<file path="config.mk">
export PLATFORM = sky130hd
export DESIGN_NAME = char_stream_tokenizer
export DESIGN_NICKNAME = d
export VERILOG_FILES = /design/src/rtl/char_stream_tokenizer_pkg.sv /design/src/rtl/char_stream_tokenizer_fifo.sv /design/src/rtl/char_stream_tokenizer.sv
export SDC_FILE = /design/constraint.sdc
export NUM_CORES = 1
export LEC_CHECK = 0
export CAP_MARGIN = 10
export CORE_MARGIN = 4
export CORE_UTILIZATION = 45
export DETAILED_ROUTE_END_ITERATION = 12
export DONT_BUFFER_PORTS = 1
export SLEW_MARGIN = 20
export SYNTH_ARGS = -nofsm -noshare
export SYNTH_HDL_FRONTEND = slang
export SYNTH_HIERARCHICAL = 1
export SYNTH_SLANG_ARGS = --single-unit
</file>
<file path="constraint.sdc">
create_clock -name clock -period 3.6 [get_ports clock]
set_input_delay 1.08 -clock clock [delete_from_list [all_inputs] [get_ports clock]]
set_output_delay 1.08 -clock clock [all_outputs]
set_load 0.005 [all_outputs]
</file>
<file path="src/rtl/char_stream_tokenizer_pkg.sv">
// Shared types and constants for the char-stream tokenizer: token kinds,
// lexer/top FSM states and the ASCII delimiters the lexer reacts to.
package char_stream_tokenizer_pkg;

    localparam int CHAR_BITES = 8;
    localparam int TOK_KIND_W = 3;
    localparam int TOK_W      = TOK_KIND_W + CHAR_BITES;

    typedef enum logic [TOK_KIND_W-1:0] {
        TOK_TEXT       = 3'd0,
        TOK_OPEN_NAME  = 3'd1,
        TOK_CLOSE_NAME = 3'd2,
        TOK_TAG_END    = 3'd3,
        TOK_STREAM_END = 3'd4
    } tok_kind_e;

    typedef enum logic [2:0] {
        LEX_TEXT,
        LEX_TAG_OPEN,
        LEX_TAG_NAME,
        LEX_CLOSE_NAME,
        LEX_TAG_ATTR
    } lex_state_e;

    typedef enum logic [1:0] {
        TOP_IDLE,
        TOP_RUN,
        TOP_DRAIN
    } top_state_e;

    localparam logic [CHAR_BITES-1:0] CH_LT    = 8'h3C;
    localparam logic [CHAR_BITES-1:0] CH_GT    = 8'h3E;
    localparam logic [CHAR_BITES-1:0] CH_SLASH = 8'h2F;
    localparam logic [CHAR_BITES-1:0] CH_SPACE = 8'h20;
    localparam logic [CHAR_BITES-1:0] CH_TAB   = 8'h09;
    localparam logic [CHAR_BITES-1:0] CH_LF    = 8'h0A;

endpackage

</file>
<file path="src/rtl/char_stream_tokenizer_fifo.sv">
// First-word-fall-through token FIFO with occupancy count; head reads as 0
// while empty so the token outputs are clean out of reset.
module tok_fifo
    import char_stream_tokenizer_pkg::*;
#(
    parameter int DEPTH = 4,
    parameter int WIDTH = TOK_W
) (
    input  logic                     clock,
    input  logic                     reset_n,
    input  logic                     push,
    input  logic [WIDTH-1:0]         wr_data,
    input  logic                     pop,
    output logic [WIDTH-1:0]         rd_data,
    output logic                     rd_valid,
    output logic [$clog2(DEPTH):0]   count
);

    localparam int AW = $clog2(DEPTH);
    localparam logic [AW:0] FULL_LVL = (AW+1)'(DEPTH);

    logic [WIDTH-1:0] mem [DEPTH];
    logic [AW-1:0]    wr_ptr;
    logic [AW-1:0]    rd_ptr;
    logic             do_push;
    logic             do_pop;

    assign rd_valid = (count != '0);
    assign do_pop   = pop & rd_valid;
    assign do_push  = push & ((count != FULL_LVL) | do_pop);
    assign rd_data  = rd_valid ? mem[rd_ptr] : '0;

    always_ff @(posedge clock or negedge reset_n) begin
        if (!reset_n) begin
            wr_ptr <= '0;
            rd_ptr <= '0;
            count  <= '0;
        end else begin
            if (do_push) wr_ptr <= wr_ptr + 1'b1;
            if (do_pop)  rd_ptr <= rd_ptr + 1'b1;
            case ({do_push, do_pop})
                2'b10:   count <= count + 1'b1;
                2'b01:   count <= count - 1'b1;
                default: count <= count;
            endcase
        end
    end

    always_ff @(posedge clock) begin
        if (do_push) mem[wr_ptr] <= wr_data;
    end

endmodule

</file>
<file path="src/rtl/char_stream_tokenizer.sv">
// Drives a char reader, lexes its stream into HTML tokens and queues them.
// Define TOKENIZER_LOWERCASE_EN to fold A-Z in tag names to lowercase.
module char_stream_tokenizer
    import char_stream_tokenizer_pkg::*;
#(
    parameter int DEPTH = 4
) (
    input  logic                  clock,
    input  logic                  reset_n,
    input  logic                  start,
    input  logic [7:0]            source_sel,
    output logic                  busy,
    output logic                  done,
    output logic                  state_enable,
    output logic [7:0]            argument,
    output logic                  pause,
    input  logic                  has_finished,
    input  logic [CHAR_BITES-1:0] char,
    output logic                  tok_valid,
    input  logic                  tok_ready,
    output logic [TOK_KIND_W-1:0] tok_kind,
    output logic [CHAR_BITES-1:0] tok_char
);

    localparam int CW = $clog2(DEPTH) + 1;
    localparam logic [CW-1:0] PAUSE_LVL = CW'(DEPTH - 2);

    top_state_e            top_q;
    lex_state_e            lex_q;
    lex_state_e            lex_next;
    logic                  issued_q;
    logic                  cap_vld_p0;
    logic                  end_det_p0;
    logic                  lex_push;
    tok_kind_e             lex_kind;
    logic [CHAR_BITES-1:0] lex_char;
    logic                  push_vld_p0;
    tok_kind_e             push_kind_p0;
    logic [CHAR_BITES-1:0] push_char_p0;
    logic                  pop;
    logic [CW-1:0]         count;
    logic [CW-1:0]         count_next;
    logic [TOK_W-1:0]      fifo_head;

    function automatic logic [CHAR_BITES-1:0] fold_name(input logic [CHAR_BITES-1:0] c);
`ifdef TOKENIZER_LOWERCASE_EN
        return (c >= 8'h41 && c <= 8'h5A) ? c + 8'd32 : c;
`else
        return c;
`endif
    endfunction

    function automatic logic is_space(input logic [CHAR_BITES-1:0] c);
        return (c == CH_SPACE) || (c == CH_TAB) || (c == CH_LF);
    endfunction

    // Capture stage: reader char lands one edge after an issue
    assign cap_vld_p0 = issued_q & ~has_finished & (top_q == TOP_RUN);
    assign end_det_p0 = (top_q == TOP_RUN) & (has_finished | (cap_vld_p0 & (char == '0)));

    always_comb begin
        lex_push = 1'b0;
        lex_kind = TOK_TEXT;
        lex_char = char;
        lex_next = lex_q;
        case (lex_q)
            LEX_TEXT: begin
                if (char == CH_LT) lex_next = LEX_TAG_OPEN;
                else               lex_push = 1'b1;
            end
            LEX_TAG_OPEN: begin
                if (char == CH_SLASH)   lex_next = LEX_CLOSE_NAME;
                else if (char == CH_GT) lex_next = LEX_TEXT;
                else if (char != CH_LT) begin
                    lex_push = 1'b1;
                    lex_kind = TOK_OPEN_NAME;
                    lex_char = fold_name(char);
                    lex_next = LEX_TAG_NAME;
                end
            end
            LEX_TAG_NAME, LEX_CLOSE_NAME: begin
                if (char == CH_GT) begin
                    lex_push = 1'b1;
                    lex_kind = TOK_TAG_END;
                    lex_char = '0;
                    lex_next = LEX_TEXT;
                end else if (is_space(char)) begin
                    lex_next = LEX_TAG_ATTR;
                end else if (char != CH_LT) begin
                    lex_push = 1'b1;
                    lex_kind = (lex_q == LEX_TAG_NAME) ? TOK_OPEN_NAME : TOK_CLOSE_NAME;
                    lex_char = fold_name(char);
                end
            end
            LEX_TAG_ATTR: begin
                if (char == CH_GT) begin
                    lex_push = 1'b1;
                    lex_kind = TOK_TAG_END;
                    lex_char = '0;
                    lex_next = LEX_TEXT;
                end
            end
            default: lex_next = LEX_TEXT;
        endcase
    end

    // Push stage: STREAM_END takes priority over any lexer token
    assign push_vld_p0  = end_det_p0 | (cap_vld_p0 & lex_push);
    assign push_kind_p0 = end_det_p0 ? TOK_STREAM_END : lex_kind;
    assign push_char_p0 = end_det_p0 ? '0 : lex_char;
    assign pop          = tok_valid & tok_ready;
    assign count_next   = count + CW'(push_vld_p0) - CW'(pop);

    tok_fifo #(
        .DEPTH (DEPTH),
        .WIDTH (TOK_W)
    ) u_fifo (
        .clock    (clock),
        .reset_n  (reset_n),
        .push     (push_vld_p0),
        .wr_data  ({push_kind_p0, push_char_p0}),
        .pop      (pop),
        .rd_data  (fifo_head),
        .rd_valid (tok_valid),
        .count    (count)
    );

    assign {tok_kind, tok_char} = fifo_head;

    always_ff @(posedge clock or negedge reset_n) begin
        if (!reset_n) begin
            top_q        <= TOP_IDLE;
            lex_q        <= LEX_TEXT;
            issued_q     <= 1'b0;
            busy         <= 1'b0;
            done         <= 1'b0;
            state_enable <= 1'b0;
            pause        <= 1'b0;
            argument     <= '0;
        end else begin
            issued_q <= state_enable & ~pause & ~has_finished;
            pause    <= (count_next >= PAUSE_LVL);
            done     <= 1'b0;
            case (top_q)
                TOP_IDLE: begin
                    if (start) begin
                        top_q        <= TOP_RUN;
                        busy         <= 1'b1;
                        state_enable <= 1'b1;
                        argument     <= source_sel;
                        lex_q        <= LEX_TEXT;
                    end
                end
                TOP_RUN: begin
                    if (end_det_p0) begin
                        top_q        <= TOP_DRAIN;
                        state_enable <= 1'b0;
                    end else if (cap_vld_p0) begin
                        lex_q <= lex_next;
                    end
                end
                TOP_DRAIN: begin
                    if (count == '0) begin
                        top_q <= TOP_IDLE;
                        busy  <= 1'b0;
                        done  <= 1'b1;
                    end
                end
                default: top_q <= TOP_IDLE;
            endcase
        end
    end

endmodule

</file>
After elaboration in Yosys (flattened, before gate mapping). Memory sizes are Yosys's and may differ from the RTL's. Cells that the tools add are included.

Add/subtract/negate cells: 6. Magnitude comparators: 1. Eq/ne operators: 25. Muxes and demuxes: 48. Bitwise logic cells: 15. Reduce and logical (&&, ||, !) cells: 17.

Operator list (number): $mux W3 (11); $eq A8 B6 Y1 const B (4); $mux W8 (3); $mux W1 (17); $eq A8 B4 Y1 const B (2); $mux W2 (8); $pmux W2 S3 (2); $pmux W3 S2 (2); $pmux W3 S4 (1); $mux W11 (1); $and A1 B1 Y1 (10); $ne A2 B2 Y1 const B (5); $ne A3 B3 Y1 const B (3); $reduce_and A3 Y1 (3); $logic_not A8 Y1 (1); $ne A8 B6 Y1 const B (1); $reduce_and A8 Y1 (1); $eq A3 B2 Y1 const B (2); $logic_not A3 Y1 (2); $reduce_bool A2 Y1 (3); $ne A5 B5 Y1 const B (1); $add A2 B1 Y2 const B (2); $eq A2 B1 Y1 const B (2); $eq A2 B2 Y1 const B (2); 18 further kinds (23).

Bits in registers: 25. Memory bits (writable): 44. Bits of input ports: 21. Memories kept: 1.

Memories: u_fifo.mem (depth 4, width 11, rd ports 1, clocked after Yosys merged registers in 0, wr ports 1, RTL line char_stream_tokenizer_fifo.sv:22) `logic [WIDTH-1:0] mem [DEPTH];`.

Longest topological paths before layout. Gate-level depths: netlist of the first run.

Word-level depth: 11. Gate-level depth with buffers: 13. Mapped depth without buffers: 12.

Cells and area by module. The synthesis of the first run kept the hierarchy.

Modules (own cells, without submodules): tok_fifo (times used 1, cells each 119, area each 2190.9 um^2); char_stream_tokenizer (times used 1, cells each 120, area each 1166.1 um^2).

Worst setup path after synthesis of the first run. No wires, ideal clock.

Path kind: input-to-reg. From: input port char[0]. To: register u_fifo.count[1]. Arrival time: 3.383 ns. Required time: 3.535 ns. Path slack: 0.152 ns. Cell stages on the path: 12. Buffers on the path: 1. Path through: or4b_4 nor2_4 a21boi_1 a31oi_1 a31oi_1 buf_2 nor2b_1 nand2_1 fa_1 o21bai_1 a31oi_1 o221a_2.

Word-level cells in the longest chain between the ends: 11. Elaborated cells on any way between the ends: 28. Classes of those cells: 9 x eq/ne; 9 x mux; 6 x bitwise; 4 x reduce/logical.

RTL lines: start, declared (RTL line char_stream_tokenizer.sv:18) `input logic [CHAR_BITES-1:0] char,`; $eq A8 B6 Y1 / $eq A8 B4 Y1 (equally long branches) (RTL line char_stream_tokenizer.sv:54) `return (c == CH_SPACE) || (c == CH_TAB) || (c == CH_LF);`; $logic_or A1 B1 Y1 (2 in series) (RTL line char_stream_tokenizer.sv:54); $mux W1 (RTL line char_stream_tokenizer.sv:87) `end else if (is_space(char)) begin`; $mux W1 (RTL line char_stream_tokenizer.sv:82) `if (char == CH_GT) begin`; $pmux W1 S4 (RTL line char_stream_tokenizer.sv:66) `case (lex_q)`; $and A1 B1 Y1 (RTL line char_stream_tokenizer.sv:108) `assign push_vld_p0 = end_det_p0 | (cap_vld_p0 & lex_push);`; $or A1 B1 Y1 (*) (RTL line char_stream_tokenizer.sv:108); net push_vld_p0 (RTL line char_stream_tokenizer.sv:37) `logic push_vld_p0;`; $and A1 B1 Y1 (*) (RTL line char_stream_tokenizer_fifo.sv:30) `assign do_push = push & ((count != FULL_LVL) | do_pop);`; $eq A2 B1 Y1 / $eq A2 B2 Y1 (equally long branches) (RTL line char_stream_tokenizer_fifo.sv:41) `case ({do_push, do_pop})`; $pmux W3 S2 / $reduce_bool A2 Y1 (equally long branches); end signal, assigned (RTL line char_stream_tokenizer_fifo.sv:42) `2'b10: count <= count + 1'b1;`; end signal, assigned (RTL line char_stream_tokenizer_fifo.sv:43) `2'b01: count <= count - 1'b1;`; end signal, assigned (RTL line char_stream_tokenizer_fifo.sv:44) `default: count <= count;`; end, declared (RTL line char_stream_tokenizer_fifo.sv:16) `output logic [$clog2(DEPTH):0] count`.

Mark *: on every way through the listed nets, which the timed path passes. The rest lies on a longest branch. A chain may end at the register's enable or synchronous reset.

Worst setup path in the final report of the first run.
From: input port char[7]. To: register u_fifo.count[2].

The elaborated chain is that of the path after synthesis.

==> results of run 1 <==
metal layers:
layer  share of wire [%]  up-vias  GRT usage (%)  wire length [um]
met1                  46      987           20.1              2950
met4                 2.0        0           6.74               127
li1                    -      920              -                 -
met5                   0        -              0                 0
met2                  47       63           25.3              2990
met3                 5.4       11           4.38               344
worst max-delay path, stage by stage:
cell	delay, ns
nor4_1	0.28
buf_4	0.18
nand4b_1	0.13
nand2_1	0.18
a21o_1	0.15
a31oi_1	0.10
nor2b_1	0.17
nand2_1	0.09
fa_1	0.39
nand2b_1	0.18
o22a_1	0.21
o221ai_1	0.17
where the power goes:
part / switching (mW) / internal [mW] / total (mW)
clock network: 0.291 / 0.245 / 0.536
registers: 0.204 / 1.06 / 1.27
logic: 0.484 / 0.518 / 1.00
kinds of logic after synthesis:
kind of cell | share of synthesized area, %
AND/OR/NAND/NOR | 14.2
adder cells (fa/ha/maj) | 3.06
flip-flops | 58.0
multiplexers | 11.3
buffers and inverters | 2.42
XOR/XNOR | 2.09
AO/OA/AOI/OAI | 8.95
through the flow:
step | area [sq um] | utilization [%] | setup WS [ns] | hold WS [ns]
global placement | 3500 | 48.2 | 0.233 | 0.481
floorplan | 3360 | - | 0.152 | 0.429
CTS | 3660 | 50.5 | 0.518 | 0.419
detailed placement | 3500 | 48.2 | 0.197 | 0.468
global route | 3660 | 50.5 | 0.400 | 0.405
finish | 3660 | 50.5 | 0.545 | 0.429
registers in the layout, indices dropped and copies added, names as in the netlist, 2 cells and up:
register	flops
argument	8
top_q	2
u_fifo/rd_ptr	2
u_fifo/mem	44
lex_q	3
u_fifo/count	3
u_fifo/wr_ptr	2
path summary, 6_finish.rpt:
check | startpoint | endpoint | cells past startpoint
max in group asynchronous | reset_n | u_fifo/rd_ptr[1] | 0
min in group clock | pause | issued_q | 1
hold reg to reg | pause | issued_q | 1
setup / recovery | char[7] | u_fifo/count[2] | 12
hold / removal | reset_n | lex_q[1] | 0
setup reg to reg | u_fifo/count[1] | pause | 8
placed cells by master (no fill, tap or decap), drive strengths merged, types with 2 or more instances in the layout:
cell      Yosys  routed
dfrtp        25      25
nand2b        5       5
nor3b         2       2
or3           5       5
nand3         3       3
a21o          3       3
clkinvlp      0       2
or2           2       2
xor2          4       4
and2         25      25
edfxtp       44      44
nand4b        2       2
mux2          9       9
nor3          4       4
mux4         11      11
a21boi        2       2
clkinv        0       4
buf           7       8
nor2b         4       4
ha            5       5
o21ai         6       6
clkbuf        1       9
nand2         9       9
a21oi         9       9
o211ai        2       2
o21bai        2       2
fa            2       2
nor4          2       2
a31oi         6       6
xnor2         4       4
inv           9      10
nor2          8       8
layout make-up:
type / instances / area (sq um) / share of cell area [%]
flip-flops and latches: 69 / 1950 / 53.1
multi-input cells: 153 / 1330 / 36.4
clock buffers: 9 / 124 / 3.38
well taps: 99 / 124 / 3.38
repair buffers: 8 / 60.1 / 1.64
clock inverters: 7 / 41.3 / 1.13
inverters: 9 / 33.8 / 0.922
==> results.cfg, run 1 <==
[grt]
grt_pass1_vias = 2064
grt_antenna_before_repair = 0
grt_overflow = 0
grt_usage_pct = 15.8
grt_pass1_wl_um = 10500
grt_max_degree = 26

[synth]
synth_top_area_share_pct = 39.4
synth-edff-count = 44
synth_commonest_cells = 44 x edfxtp_1, 25 x dfrtp_1, 20 x and2_1
synth.distinct_cells = 58
synthFlopType = edfxtp_1
yosysWarnings = 6
syn_area_per_cell_sq_um = 14.0
syn_area_sq_mm = 0.00336
synthCells = 239
ys_seq_area_share_pct = 58.0
synth_seq_cells = 69
synthArstFlopShare_pct = 36.2
post-synth-top-area-cell = edfxtp_1
synth_most_common_cell = edfxtp_1
synth_area_leaders = edfxtp_1 39%, dfrtp_1 19%, mux4_2 4.7%
syn_nets = 267

[sta]
hold_viol_final = 0
finalSetupTns_ns = 0
fmax_mhz = 327
tightest_slew_ns = 0.513
fin_skew_ns = 0.0100
max_slew_margin_pct = 65.8
slew_viol_final = 0
period_share_pct = 84.9
finalSetupViolations = 0
rsz0062_at_grt = false
min_period_ns = 3.05

[cts]
cts_hold_buf = 0
cts_resized = 0
cts_tree = done
clock_latency_ns = 0.34
clock-sinks = 69
ctsRootBufferMaster = clkbuf_8
h-tree-depth = 3
postCtsSetupRepairBufs = 0
path_clk_slew_ns = 0.08
cts_made_buffers = 9
cts_buffer_depth = 2

[critical_path]
critPathMaxFanout = 5
critical_path_class = in2reg
start_kind = input port
endpoint_kind = register
required_ns = 3.85
critical_path_arrival_ns = 3.30
ff2ff_setup_slack_ns = 0.74

[pwr]
vdd_drop_max_uv = 372
power_mw = 2.80
powerDensity_mw_per_mm2 = 766
p_leak_nw = 1.35

[drt]
num_vias = 1981
drc = 0
wl_per_cell_um = 18.1
vias_per_cell = 5.60
drt_wl_total_um = 6400
drt_iter0_markers = 64
ant_nets = 0
firstDrtPassIters = 4

[die]
die_h_um = 94.4
start_util_pct = 46.3
core_sq_mm = 0.00725
die_area_sq_mm = 0.00891
rows = 31
fp.dieW_um = 94.4
top_level_ports = 45

[place]
portBuffers = 0
dp.cells = 338
gp_congestion = 0.900
dp_hpwl_um = 4520

[final_layout]
fin_cells = 354
layout-drive-gt1-share_pct = 21.6
insertedDiodeCount = 0
area_growth_pct = 9.13
fillCellCount = 665
fin_nets = 278

[flow_run]
max_cap_violations = 0

[worst_hold_path]
hold_path_class = in2async

[status]
run_status = finished, final reports clean
No activity file was read; power rests on OpenSTA's default activity.
==> run 2, diff against run 1 <==
==> constraint.sdc (replaced) <==
create_clock -name clock -period 3.12 [get_ports clock]
set_input_delay 0.936 -clock clock [delete_from_list [all_inputs] [get_ports clock]]
set_output_delay 0.936 -clock clock [all_outputs]
set_load 0.005 [all_outputs]
==> run 2 against run 1 <==
Sequential power grew 13%. Worst setup slack worse by 0.34 ns. Die area is the same. Largest power group unchanged. Non-clock buffer count is 17 higher.
==> results.cfg, run 2 (synthesis results as in run 1) <==
[status]
run_status = finished, final reports clean

[cts]
cts_buffer_depth = 2
cts_resized = 0
clock_latency_ns = 0.33
h-tree-depth = 3
postCtsSetupRepairBufs = 0
cts_hold_buf = 0
clock-sinks = 69
cts_made_buffers = 9
path_clk_slew_ns = 0.07
ctsRootBufferMaster = clkbuf_8
cts_tree = done

[critical_path]
crit_top_cell = a31oi_1
r2r-start = lex_q[1]
endpoint_kind = register
start_kind = input port
r2r_cells = 11
critPathLaunch = char[0]
cp_top_family = compound AO/OA/AOI/OAI gates
critPathMaxFanout = 6
path_depth = 11
path_cells = or4b_4, nor2_4, a21boi_2, a31oi_1, a31oi_1, nor2b_1, nand2_1, fa_1, o21bai_1, a31oi_1, o221a_2
crit_buf_inv = 0
max_stage_delay_ns = 0.56
critical_path_arrival_ns = 3.19
required_ns = 3.39
critical_path_class = in2reg
ff2ff_setup_slack_ns = 0.43
crit_slowest_cell = or4b_4

[pwr]
power_mw = 3.37
p_leak_nw = 1.45
powerDensity_mw_per_mm2 = 875
vdd_drop_max_uv = 441

[sta]
period_share_pct = 93.5
max_slew_margin_pct = 64.1
slew_viol_final = 0
tightest_slew_ns = 0.539
worst_hold_slack_ns = 0.293
rsz0062_at_grt = false
fin_skew_ns = 0.0120
finalSetupViolations = 0
fmax_mhz = 343
hold_viol_final = 0
min_period_ns = 2.92

[grt]
grt_overflow = 0
grt_max_degree = 26
grt_antenna_before_repair = 0
grt_pass1_wl_um = 10300
grt_pass1_vias = 1994
grt_usage_pct = 15.4

[place]
postPlaceCellArea_sq_mm = 0.00368
dp_hpwl_um = 4550
portBuffers = 0
gp_congestion = 0.811

[final_layout]
insertedDiodeCount = 0
layout-drive-gt1-share_pct = 27.2
area_growth_pct = 14.8
final_cell_mix = 44 x edfxtp_1, 25 x dfrtp_1, 21 x buf_4, 20 x and2_1, 10 x clkbuf_8
reg_top3 = u_fifo/mem: 44 flops, argument: 8 flops
final_util_pct = 53.1
fin_nets = 295
largest_register = u_fifo/mem
layout_commonest_cell = edfxtp_1
largest_reg_flops = 44
finish.instance_area_sq_mm = 0.00385

[flow_run]
max_cap_violations = 0

[drt]
vias_per_cell = 5.38
ant_nets = 0
drt_wl_total_um = 6360
wl_per_cell_um = 17.1
drc = 0
num_vias = 1995
drt_iter0_markers = 145
firstDrtPassIters = 4

[die]
fp.dieW_um = 94.4
start_util_pct = 46.3
top_level_ports = 45
die_area_sq_mm = 0.00891
rows = 31
core_sq_mm = 0.00725
die_h_um = 94.4

[worst_hold_path]
hold_path_class = in2async
[run 2: cell count changes in the layout (fill, tap and decap cells not counted), sizes merged]
cell | before | now
buf | 8 | 25
clkinv | 4 | 2
clkbuf | 9 | 12
inv | 10 | 9
[run 2: through the flow]
| step | setup slack [ns] | cells | TNS (ns) |
|---|---|---|---|
| after floorplan | -0.130 | 239 | -0.190 |
| after global placement | -0.0817 | 355 | -0.177 |
| after detailed placement | -0.139 | 355 | -0.357 |
| after CTS | 0.200 | 371 | 0 |
| after global routing | 0.00489 | 371 | 0 |
| final | 0.203 | 371 | 0 |
[run 2: routing by layer]
metal | share of wire [%] | track usage, % | wire length, um | vias up
met2 | 49 | 24.3 | 3100 | 54
met1 | 44 | 19.9 | 2810 | 977
met3 | 5.9 | 4.46 | 376 | 8
li1 | - | - | - | 956
met4 | 1.2 | 6.50 | 76 | 0
met5 | 0 | 0 | 0 | -
[run 2: worst paths after layout]
kind                                         end
worst min-delay path                    lex_q[2]
worst max-delay path             u_fifo/count[1]
max in group asynchronous               top_q[1]
worst min register to register  u_fifo/rd_ptr[0]
worst max register to register   u_fifo/count[1]
min in group clock              u_fifo/rd_ptr[0]
[run 2: final cells by class]
cell class | instances | area [sq um]
Fill cell | 627 | 3400
Sequential cell | 69 | 1950
Multi-Input combinational cell | 153 | 1340
Timing Repair Buffer | 25 | 238
Clock buffer | 12 | 145
Tap cell | 99 | 124
Inverter | 9 | 33.8
Clock inverter | 4 | 25.0
[run 2: power by group]
group | switching, mW | leakage (nW) | internal, mW | total [mW]
clock | 0.317 | 0.0824 | 0.308 | 0.625
combinational | 0.616 | 0.661 | 0.701 | 1.32
sequential | 0.203 | 0.702 | 1.23 | 1.43
==> run 3, diff against run 2 <==
--- a/config.mk
+++ b/config.mk
@@ -5,7 +5,9 @@
 export SDC_FILE = /design/constraint.sdc
 export NUM_CORES = 1
 export LEC_CHECK = 0
+export ABC_AREA = 1
 export CAP_MARGIN = 10
+export CORE_ASPECT_RATIO = 0.9
 export CORE_MARGIN = 4
 export CORE_UTILIZATION = 45
 export DETAILED_ROUTE_END_ITERATION = 12
==> run 3 against run 2 <==
Wire length is 3.4% higher. Synthesized area is 0.89% higher. Clock power increased by 39%. First-iteration DRC count grew 5.5%. Sequential share of layout area is 1.3 points higher. Global-route usage is 0.099 points lower. Flip-flop and latch count stayed put. Critical path type is now reg2out. Largest cell class unchanged.
==> results.cfg, run 3 <==
[status]
run_status = finished, final reports clean

[grt]
grt_max_degree = 26
grt_pass1_wl_um = 10600
grt_usage_pct = 15.3
grt_antenna_before_repair = 0
grt_pass1_vias = 2065
grt_overflow = 0

[drt]
vias_per_cell = 5.05
drt_wl_total_um = 6570
drc = 0
num_vias = 2267
firstDrtPassIters = 4
drt_iter0_markers = 153
wl_per_cell_um = 14.6
ant_nets = 0

[pwr]
powerDensity_mw_per_mm2 = 943
p_leak_nw = 1.59
power_frac_clock_pct = 24.5
vdd_drop_max_uv = 339
internal_power_mw = 2.22
switching_power_mw = 1.32
seq_power_share_pct = 39.4
comb_power_share_pct = 36.0
switching_share_pct = 37.4

[synth]
synth_top_area_share_pct = 39.0
synthFlopType = edfxtp_1
synth-edff-count = 44
synthCells = 341
yosysWarnings = 6
syn_area_sq_mm = 0.00339
synth_seq_cells = 69
syn_nets = 369
synth_commonest_cells = 67 x nor2_1, 44 x edfxtp_1, 40 x inv_1, 37 x nand2_1, 25 x dfrtp_1
synth_area_leaders = edfxtp_1 39%, dfrtp_1 18%, nor2_1 7.4%
syn_area_per_cell_sq_um = 9.93
ys_seq_area_share_pct = 57.5
synth.distinct_cells = 33
post-synth-top-area-cell = edfxtp_1
synth_most_common_cell = nor2_1
synthArstFlopShare_pct = 36.2

[critical_path]
endpoint_kind = primary output
path_depth = 5
critPathMaxFanout = 14
r2r_cells = 10
max_stage_delay_ns = 0.65
required_ns = 2.18
cp_top_family = flip-flops
critical_path_arrival_ns = 1.74
r2r-start = u_fifo/count[2]
ff2ff_setup_slack_ns = 0.87
crit_slowest_cell = dfrtp_1
crit_buf_inv = 1
path_cells = buf_4, nor2_1, nor2_1, o21ai_0, a21oi_1
crit_top_cell = nor2_1
critPathLaunch = u_fifo/rd_ptr[0]
r2r_end = pause
critical_path_class = reg2out
start_kind = register

[final_layout]
largest_register = u_fifo/mem
final_cell_mix = 67 x nor2_1, 44 x edfxtp_1, 40 x inv_1, 37 x nand2_1, 25 x dfrtp_1
largest_reg_flops = 44
reg_top3 = u_fifo/mem: 44 flops, argument: 8 flops
layout-drive-gt1-share_pct = 16.9
fin_nets = 379
insertedDiodeCount = 0
area_growth_pct = 10.8
layout_commonest_cell = nor2_1

[place]
gp_congestion = 0.810
dp_hpwl_um = 4570
portBuffers = 0

[die]
top_level_ports = 45
fp.dieW_um = 99.5
rows = 29
core_sq_mm = 0.00718
die_h_um = 90.3
start_util_pct = 47.1
die_area_sq_mm = 0.00898

[cts]
postCtsSetupRepairBufs = 0
clock_latency_ns = 0.34
cts_hold_buf = 0
cts_made_buffers = 9
h-tree-depth = 3
cts_tree = done
ctsRootBufferMaster = clkbuf_8
clock-sinks = 69
cts_resized = 0
cts_buffer_depth = 2
path_clk_slew_ns = 0.07

[sta]
finalSetupViolations = 0
worst_hold_slack_ns = 0.287
fmax_mhz = 374
slew_viol_final = 0
finalSetupTns_ns = 0
tightest_slew_ns = 0.490
min_period_ns = 2.68
rsz0062_at_grt = false
max_slew_margin_pct = 67.3
hold_viol_final = 0
fin_skew_ns = 0.00565
period_share_pct = 85.8

[worst_hold_path]
hold_path_class = in2async

[flow_run]
max_cap_violations = 0
## run 3: layer usage
layer,share of wire [%],global-route usage (%),vias to the layer above
met5,0,0,-
met4,0.64,4.10,0
met3,4.2,5.48,4
met2,48,23.2,40
met1,47,20.8,1078
li1,-,-,1145
## run 3: cells by family after synthesis
group                    count (synthesis)  share of synthesized area [%]
AO/OA/AOI/OAI                           48                           7.72
XOR/XNOR                                 3                          0.776
adder cells (fa/ha/maj)                  7                           3.03
buffers and inverters                   49                           6.02
flip-flops                              69                           57.5
multiplexers                             8                           2.66
AND/OR/NAND/NOR                        157                           22.3
## run 3: how the worst max path moves through the flow
stage                                  to  slack, ns
after floorplan           u_fifo/count[2]       0.39
after global placement              pause       0.36
after detailed placement  u_fifo/count[2]       0.31
after CTS                     tok_char[0]       0.40
after global routing          tok_char[0]       0.27
final                         tok_char[0]       0.44
## run 3: area by class of cell
cell class                      count  area [sq um]
Clock buffer                        9           124
Clock inverter                      7           123
Fill cell                         645          3430
Inverter                           41           154
Multi-Input combinational cell    223          1240
Sequential cell                    69          1950
Tap cell                           93           116
Timing Repair Buffer                7          52.6
## run 3: power by group through the flow
stage / clock (mW) / sequential [mW] / combinational, mW
after floorplan: 0 / 1.36 / 1.06
after global placement: 0 / 1.42 / 1.28
after detailed placement: 0 / 1.42 / 1.30
after CTS: 0.898 / 1.40 / 1.30
after global routing: 0.942 / 1.42 / 1.47
final: 0.869 / 1.40 / 1.28
## run 3: per-stage QoR
stage | worst slack [ns] | utilization, % | power, mW | cells | cell area, sq um
final | 0.445 | 52.2 | 3.54 | 449 | 3750
after global routing | 0.270 | 52.2 | 3.83 | 449 | 3750
after CTS | 0.396 | 52.2 | 3.60 | 449 | 3750
after detailed placement | 0.305 | 48.8 | 2.72 | 433 | 3510
after global placement | 0.364 | 48.8 | 2.70 | 433 | 3510
after floorplan | 0.393 | - | 2.43 | 341 | 3390
